--- config.mk ---
export PLATFORM = sky130hd
export DESIGN_NAME = load_store_unit
export DESIGN_NICKNAME = d
export VERILOG_FILES = /design/src/rtl/load_store_unit.sv
export SDC_FILE = /design/constraint.sdc
export NUM_CORES = 1
export LEC_CHECK = 0
export ABC_AREA = 1
export CORE_ASPECT_RATIO = 1.5
export CORE_MARGIN = 1
export CORE_UTILIZATION = 48
export CTS_CLUSTER_DIAMETER = 100
export DETAILED_ROUTE_END_ITERATION = 8
export GPL_TIMING_DRIVEN = 0
export PLACE_DENSITY = 0.8
export RECOVER_POWER = 100
export SETUP_SLACK_MARGIN = 0.5
export SLEW_MARGIN = 0
export SYNTH_ARGS = -nofsm -noshare
export SYNTH_HDL_FRONTEND = slang
export SYNTH_SLANG_ARGS = --single-unit
--- constraint.sdc ---
create_clock -name clk_i -period 15.65 [get_ports clk_i]
set_clock_uncertainty 0.1 [all_clocks]
set_input_delay 3.13 -clock clk_i [delete_from_list [all_inputs] [get_ports clk_i]]
set_output_delay 3.13 -clock clk_i [all_outputs]
set_load 0.01 [all_outputs]
--- src/rtl/load_store_unit.sv ---
// load_store_unit: core data-port sequencer with byte enables, load extension and bus timeout.
// Define LSU_MISALIGN_CHECK_EN to reject misaligned halfword/word requests.
module load_store_unit #(
  parameter int unsigned TIMEOUT_CYCLES = 16
) (
  input  logic        clk_i,
  input  logic        rst_i,
  input  logic        core_req_i,
  input  logic        core_we_i,
  input  logic [2:0]  core_size_i,
  input  logic [31:0] core_addr_i,
  input  logic [31:0] core_wd_i,
  output logic [31:0] core_rd_o,
  output logic        core_stall_o,
  output logic        core_err_o,
  output logic        misalign_o,
  output logic        mem_req_o,
  output logic        mem_we_o,
  output logic [3:0]  mem_be_o,
  output logic [31:0] mem_addr_o,
  output logic [31:0] mem_wd_o,
  input  logic [31:0] mem_rd_i,
  input  logic        mem_ready_i
);
  typedef enum logic {S_IDLE, S_WAIT} state_t;
  state_t      state, state_n;
  logic [31:0] cnt, l_addr, l_wd, addr, wd;
  logic [2:0]  l_size, size;
  logic        l_we, we, rej, active, tmo, done;
  logic [7:0]  byte_v;
  logic [15:0] half_v;
  // While waiting the core holds its request, but the bus sees the captured copy.
  assign we   = state == S_WAIT ? l_we : core_we_i;
  assign size = state == S_WAIT ? l_size : core_size_i;
  assign addr = state == S_WAIT ? l_addr : core_addr_i;
  assign wd   = state == S_WAIT ? l_wd : core_wd_i;
`ifdef LSU_MISALIGN_CHECK_EN
  assign rej = ~rst_i & state == S_IDLE & core_req_i &
               ((size[1:0] == 2'b01 & addr[0]) | (size[1] & addr[1:0] != 2'b00));
`else
  assign rej = 1'b0;
`endif
  assign active = ~rst_i & ((state == S_IDLE & core_req_i & ~rej) | state == S_WAIT);
  assign tmo    = TIMEOUT_CYCLES != 0 & state == S_WAIT & cnt == TIMEOUT_CYCLES;
  always_ff @(posedge clk_i or posedge rst_i) begin
    if (rst_i) begin
      state  <= S_IDLE;
      cnt    <= '0;
      l_we   <= 1'b0;
      l_size <= '0;
      l_addr <= '0;
      l_wd   <= '0;
    end else begin
      state <= state_n;
      cnt   <= state_n == S_IDLE ? '0 : state == S_IDLE ? 32'd1 : cnt + 32'd1;
      if (state == S_IDLE && state_n == S_WAIT) begin
        l_we   <= core_we_i;
        l_size <= core_size_i;
        l_addr <= core_addr_i;
        l_wd   <= core_wd_i;
      end
    end
  end
  always_comb begin
    state_n = state;
    if (state == S_IDLE)
      state_n = active & ~mem_ready_i ? S_WAIT : S_IDLE;
    else
      state_n = mem_ready_i | tmo ? S_IDLE : S_WAIT;
  end
  always_comb begin
    mem_req_o    = active & ~tmo;
    mem_we_o     = mem_req_o & we;
    core_stall_o = active & ~mem_ready_i & ~tmo;
    core_err_o   = tmo;
    misalign_o   = rej;
    done         = mem_req_o & mem_ready_i;
    mem_addr_o   = mem_req_o ? {addr[31:2], 2'b00} : '0;
    mem_be_o     = ~mem_req_o ? 4'b0000 : size[1] ? 4'b1111 :
                   size[0] ? (addr[1] ? 4'b1100 : 4'b0011) : 4'b0001 << addr[1:0];
    mem_wd_o     = ~mem_req_o ? '0 : size[1] ? wd : size[0] ? {2{wd[15:0]}} : {4{wd[7:0]}};
    byte_v       = mem_rd_i[{addr[1:0], 3'b000} +: 8];
    half_v       = addr[1] ? mem_rd_i[31:16] : mem_rd_i[15:0];
    core_rd_o    = ~done ? '0 : size[1] ? mem_rd_i :
                   size[0] ? {{16{~size[2] & half_v[15]}}, half_v} :
                   {{24{~size[2] & byte_v[7]}}, byte_v};
  end
endmodule

# --- Word-level counts from Yosys, hierarchy flattened ---
# Index checks and enable logic that the tools add are counted.
classes:
  n_addsub: 1
  eq_ne: 1
  n_shift: 2
  muxes: 21
  bitwise: 17
  reduce_logical: 1
op_table:
  columns: ["op", "n"]
  rows:
  - ["$mux 32", 11]
  - ["$add 32x1->32 const B", 1]
  - ["$eq 32x5->1 const B", 1]
  - ["$shiftx 32x6->8", 1]
  - ["$mux 16", 1]
  - ["$mux 4", 4]
  - ["$and 1x1->1", 10]
  - ["$not 1->1", 5]
  - ["$mux 1", 4]
  - ["$shl 1x2->4 const A", 1]
  - ["$mux 3", 1]
  - ["$or 1x1->1", 2]
  - ["$logic_and 1x1->1", 1]
totals:
  reg_bits: 101
  in_bits: 104
  out_inout_bits: 105

# --- Longest topological paths before layout ---
# Gate-level depths: netlist of run 1.
depth:
  word_depth: 8
  ltp_mapped: 12
  ltp_nobuf: 11

# --- Least setup slack after synthesis of run 1 ---
# No wires, ideal clock.
synth_timing:
  path_kind: "input to output"
  startpoint: "input port rst_i"
  endpoint: "output port mem_wd_o[24]"
  arrival_time_ns: 6.316
  slack_ns: 6.104
  path_stages: 6
  cell_sequence: "inv_1 -> o21ai_2 -> nor2_2 -> buf_2 -> nand2_1 -> a21oi_1"
synth_between:
  elab_chain_len: 4
synth_lines:
  columns: ["element", "line_no", "rtl"]
  rows:
  - ["from (decl)", "7", "input logic rst_i,"]
  - ["$not 1->1", "43", "assign active = ~rst_i & ((state == S_IDLE & core_req_i & ~rej) | state == S_WAIT);"]
  - ["$and 1x1->1", "43", null]
  - ["$and 1x1->1", "72", "mem_req_o = active & ~tmo;"]
  - ["$mux 32", "81", "mem_wd_o = ~mem_req_o ? '0 : size[1] ? wd : size[0] ? {2{wd[15:0]}} : {4{wd[7:0]}};"]
  - ["to (decl)", "21", "output logic [31:0] mem_wd_o,"]
# No other way between the ends.

# --- Final worst setup path of run 1 ---
layout_timing:
  startpoint: "input port rst_i"
  endpoint: "output port mem_addr_o[18]"
layout_between:
  elab_chain_len: 4
layout_lines:
  columns: ["element", "line_no", "rtl"]
  rows:
  - ["$not 1->1", "43", null]
  - ["$and 1x1->1", "43", null]
  - ["$and 1x1->1", "72", null]
  - ["$mux 32", "78", "mem_addr_o = mem_req_o ? {addr[31:2], 2'b00} : '0;"]
  - ["to (decl)", "20", "output logic [31:0] mem_addr_o,"]
# No other way between the ends.

==> flow_summary.json, run 1 <==
{
  "dominant_combinational_cell_family_by_area_after_synthesis": "simple AND/OR/NAND/NOR gates",
  "timing.final.max_slew_violations": 34,
  "start_util_pct": 49.7,
  "clock_tree.root_cell": "clkbuf_16",
  "critPathRequiredTime_ns": 12.42,
  "crit_path_start_kind": "input pin",
  "layout_common_cells": "nand2_1, nor2_1, inv_1",
  "yosysUniqueCellTypes": 35,
  "detail_route.vias_per_cell": 5.16,
  "cts.repair.resized": 0,
  "die_area_sq_um": 15700,
  "globalplace.congestion": 0.923,
  "final.hold.worst_slack_ns": 0.376,
  "dr_iter_0_viols": 535,
  "maxSlewHeadroom_pct": -7.14,
  "antenna_left": 0,
  "postLayoutCoreUtil_pct": 67.3,
  "gr-total-overflow": 0,
  "ctsHtreeMaxLevel": 3,
  "detailroute.via_count": 8287,
  "grt_first_pass_wirelength_um": 39000,
  "post_route_cells_drive_above_1_share_pct": 5.32,
  "core_sq_um": 14700,
  "postCtsSetupBuffers": 0,
  "synth_fa_ha_area_share_pct": 0.342,
  "first_global_vias": 8190,
  "synth-seq-cells": 101,
  "crit_type": "input pin to output port",
  "setup_ws_ns": 4.75,
  "final_nets": 1512,
  "post_synth_instance_area_sq_um": 7320,
  "ioPinCount": 209,
  "maxClockFrequency_mhz": 91.7,
  "synthXorXnorAreaFrac_pct": 1.68,
  "numPlacedInstances": 1591,
  "setup_repair_after_global_routing_missed_its_margin": "false",
  "post_route_clock_period_utilization_pct": 69.7,
  "area_growth_pct": 35.5,
  "yosysWarningCount": 0,
  "end_kind": "output port",
  "tritoncts": "built",
  "antenna-diode-count": 0,
  "syn-instance-count": 1188,
  "layout.cells.non_filler": 1607,
  "syn-mean-instance-area_sq_um": 6.16,
  "grt_max_degree": 70,
  "fp.dieW_um": 103,
  "rows": 54,
  "clkTransAtPathRegs_ns": 0.07,
  "clock_tree.buffer_depth": 2,
  "cp_max_fo": 69,
  "drt-wirelength-per-cell_um": 14.9,
  "grt_util_all_layers_pct": 31.8,
  "synth_compound_area_share_pct": 12.1,
  "report.final.hold_viol_count": 0,
  "cts_inserted_buffers": 9,
  "peakVddDrop_uv": 63.2,
  "clock_sinks": 101,
  "clock_latency_ns": 0.35,
  "violations": "capacitance limit, slew limit",
  "die_height_um": 153,
  "drv_cap": 1,
  "post-place-ws_ns": 6.39,
  "buffer_ports.inserted": 204,
  "aggregate_routed_wire_length_um": 24000,
  "critical_path_arrival_ns": 7.67,
  "antenna_found_initial": 0,
  "tightestPinTransition_ns": 1.60,
  "power.static_leakage_nw": 4.83,
  "hold_class": "flip-flop to flip-flop",
  "hpwl_um": 18700,
  "synthArstFlopShare_pct": 100,
  "post_cts_hold_buffer_count": 0,
  "post-route-min-period_ns": 10.90,
  "route.detailed.drc": 0,
  "fin_setup_tns_ns": 0,
  "share_of_synthesized_area_occupied_by_flip_flops_and_latches_pct": 34.5,
  "timing.final.setup_violations": 0,
  "power_density_nw_per_um2": 86.1,
  "muxShareOfSynthArea_pct": 0,
  "synthSimpleGateAreaFrac_pct": 39.0,
  "detail_route.first_pass.iterations": 5,
  "synth-edff-count": 0,
  "synth_top_flop_cell": "dfrtp_1",
  "outcome": "complete, but fails checks",
  "final_common_cell": "nand2_1"
}
## synthesized netlist by cell type, types with 6 or more instances
master,count,area share (%)
inv_1,139,7.1
a21oi_1,60,4.1
nand3_1,74,5.1
dfrtp_1,101,35
nand3b_1,10,1.0
nor3_1,14,0.96
xor2_1,12,1.4
o21ai_1,11,0.75
o21ai_0,87,6.0
nor2_2,12,1.0
nor2_1,197,10
clkbuf_1,17,0.87
nand2_1,372,19
buf_6,6,0.92
buf_2,32,2.2
buf_4,7,0.72
## worst max-delay path: stages
cell and delay, ns:
dlygate4sd3_1 0.54, clkinvlp_2 1.22, buf_16 0.70, o21ai_0 0.23, nor2_1 0.22, inv_1 0.32, clkbuf_1 0.53, nor2_1 0.10
dlygate4sd3_1 0.63
## sequential cells by signal (all words and copies together), names as in the netlist
register / cells
l_we: 1
l_wd: 32
l_addr: 32
cnt: 32
l_size: 3
state: 1
## final timing paths
check | cells past startpoint | startpoint | slack (ns) | endpoint
max reg2reg | 8 | state | 12.67 | l_wd[10]
min in group asynchronous | 2 | rst_i | 3.51 | l_addr[27]
min reg2reg | 2 | l_addr[7] | 0.38 | l_addr[7]
min | 2 | l_addr[7] | 0.38 | l_addr[7]
max | 9 | rst_i | 4.75 | mem_addr_o[18]
max in group asynchronous | 3 | rst_i | 10.99 | l_wd[12]
## metal layers
metal	GRT usage (%)	up-vias	share of wire, %
met5	0	-	0
met4	19.0	0	5.3
met3	5.58	80	7.0
met2	54.3	358	50
met1	36.1	3753	37
li1	-	4096	-
## final cells by class
cell class	count	area [sq um]
Fill cell	1397	4810
Multi-Input combinational cell	881	3880
Sequential cell	101	2530
Timing Repair Buffer	205	2070
Inverter	143	541
Buffer	65	337
Tap cell	196	245
Clock buffer	9	225
Clock inverter	7	90.1
## kinds of logic after synthesis
family / Yosys count
other: 1
AND/OR/NAND/NOR: 695
XOR/XNOR: 14
adder cells (fa/ha/maj): 2
AO/OA/AOI/OAI: 167
flip-flops: 101
buffers and inverters: 208
## power breakdown
part	switching, mW	total [mW]	internal (mW)	leakage [nW]
clock network	0.108	0.236	0.128	0.147
registers	0.0220	0.327	0.305	1.30
logic	0.172	0.291	0.119	3.38
total	0.302	0.853	0.551	4.83
## per-stage QoR
step                      area (sq um)  power [mW]
after floorplan                   7320       0.502
after global placement            9610       0.619
after detailed placement          9640       0.629
after CTS                         9960       0.864
after global routing              9920       0.903
final                             9920       0.853
(Power assumes the default switching activity.)
==> run 2: changes to the inputs <==
==> constraint.sdc (replaced) <==
create_clock -name clk_i -period 10.8 [get_ports clk_i]
set_clock_uncertainty 0.1 [all_clocks]
set_input_delay 2.16 -clock clk_i [delete_from_list [all_inputs] [get_ports clk_i]]
set_output_delay 2.16 -clock clk_i [all_outputs]
set_load 0.01 [all_outputs]
==> flow_summary.json, run 2 (same netlist as run 1, synthesis figures left out) <==
{
  "globalplace.congestion": 0.923,
  "power_density_nw_per_um2": 125,
  "layout_common_cells": "nand2_1, nor2_1, inv_1",
  "timing.final.setup_violations": 0,
  "ctsHtreeMaxLevel": 3,
  "route.detailed.drc": 0,
  "layout.cell_area.non_filler_sq_um": 9920,
  "cts.repair.resized": 0,
  "post_route_cells_drive_above_1_share_pct": 5.60,
  "setup.reg_to_reg.worst_slack_ns": 7.82,
  "clock_tree.buffer_depth": 2,
  "antenna-diode-count": 0,
  "detail_route.vias_per_cell": 5.14,
  "dr_iter_0_viols": 507,
  "critical_path.max_stage_delay_ns": 1.23,
  "tightestPinTransition_ns": 1.60,
  "cts_inserted_buffers": 9,
  "first_global_vias": 8190,
  "postCtsSetupBuffers": 0,
  "reg2reg_from": "state",
  "post_route_clock_period_utilization_pct": 80.4,
  "report.final.hold_viol_count": 0,
  "power.static_leakage_nw": 4.79,
  "drv_cap": 1,
  "fill_cells": 1395,
  "ioPinCount": 209,
  "antenna_left": 0,
  "tritoncts": "built",
  "grt_util_all_layers_pct": 31.8,
  "dpl_cell_area_sq_um": 9640,
  "drt-wirelength-per-cell_um": 14.9,
  "die_height_um": 153,
  "cp_top_family": "buffers and inverters",
  "crit_cells": 9,
  "clock_tree.root_cell": "clkbuf_16",
  "fin_setup_tns_ns": 0,
  "worstPathCellList": "dlygate4sd3_1, clkinvlp_2, buf_16, o21ai_0, nor2_1, inv_1, buf_2, nor2_1, dlygate4sd3_1",
  "r2r.worst_path.cells": 8,
  "violations": "capacitance limit, slew limit",
  "gr-total-overflow": 0,
  "clock_latency_ns": 0.35,
  "aggregate_routed_wire_length_um": 23900,
  "start_util_pct": 49.7,
  "clock_sinks": 101,
  "detail_route.first_pass.iterations": 5,
  "rows": 54,
  "min-delay-start": "l_addr[7]",
  "detailroute.via_count": 8264,
  "crit_type": "input pin to output port",
  "holdPathStages": 2,
  "post_cts_hold_buffer_count": 0,
  "area_growth_pct": 35.6,
  "grt_max_degree": 70,
  "fp.dieW_um": 103,
  "hpwl_um": 18700,
  "end_kind": "output port",
  "layout_top_registers": "cnt (32), l_addr (32), l_wd (32)",
  "cp_max_fo": 69,
  "maxClockFrequency_mhz": 115,
  "setup_repair_after_global_routing_missed_its_margin": "false",
  "postLayoutCoreUtil_pct": 67.4,
  "timing.rr.end": "l_wd[10]",
  "timing.final.max_slew_violations": 34,
  "critical_path_arrival_ns": 6.42,
  "crit_path_top_delay_cell": "clkinvlp_2",
  "die_area_sq_um": 15700,
  "maxSlewHeadroom_pct": -7.34,
  "crit_path_start_kind": "input pin",
  "antenna_found_initial": 0,
  "core_sq_um": 14700,
  "final.hold.worst_slack_ns": 0.376,
  "outcome": "complete, but fails checks",
  "worstHoldEndpoint": "l_addr[7]",
  "buffer_ports.inserted": 204,
  "timing.critical_path.buf_inv": 6,
  "post-route-min-period_ns": 8.68,
  "grt_first_pass_wirelength_um": 39000,
  "hold_class": "flip-flop to flip-flop",
  "clkTransAtPathRegs_ns": 0.07,
  "critPathRequiredTime_ns": 8.54,
  "peakVddDrop_uv": 91.7,
  "final_nets": 1512,
  "final_common_cell": "nand2_1",
  "finalPower_mw": 1.24
}
-- run 2: cell types whose count changed in the layout (fill, tap and decap cells not counted), sizes merged --
cell           delta
clkdlybuf4s50    +19
dlygate4sd3      -19
clkbuf            -4
buf               +4
-- run 2: metrics by stage --
step                      setup WS, ns  std cells
after floorplan                   3.19       1190
after global placement           0.893       1590
after detailed placement          3.48       1591
after CTS                         3.49       1607
after global routing              1.63       1607
final                             2.12       1607
-- run 2: routing by layer --
layer,vias to the layer above,routed length [um],part of all wire [%],track usage (%)
met4,0,1290,5.4,19.0
met5,-,0,0,0
met2,340,12000,50,54.3
li1,4096,-,-,-
met1,3746,8910,37,36.1
met3,82,1700,7.1,5.58
-- run 2: where the power goes --
group	switching (mW)	leakage, nW	internal (mW)
Sequential	0.0320	1.30	0.441
Clock	0.157	0.147	0.185
Combinational	0.249	3.33	0.175
-- run 2: layout make-up --
class                   count  area, sq um  area share (%)
clock inverters             7         90.1           0.908
repair buffers            205         2070            20.9
clock buffers               9          225            2.27
flip-flops and latches    101         2530            25.5
inverters                 143          541            5.45
multi-input cells         881         3880            39.1
plain buffers              65          342            3.44
well taps                 196          245            2.47
-- run 2: tightest hold or removal path: cells and delay by family, from the launching register on --
kind	cells	cell delay [ns]
flops	1	0.35
simple gates	2	0.10
-- run 2: worst max-delay path by stage --
| stage | from | end | slack (ns) |
|---|---|---|---|
| after floorplan | rst_i | mem_wd_o[24] | 3.19 |
| after global placement | rst_i | mem_wd_o[24] | 0.89 |
| after detailed placement | rst_i | mem_wd_o[30] | 3.48 |
| after CTS | rst_i | mem_wd_o[30] | 3.49 |
| after global routing | rst_i | mem_be_o[3] | 1.63 |
| final | rst_i | mem_wd_o[0] | 2.12 |
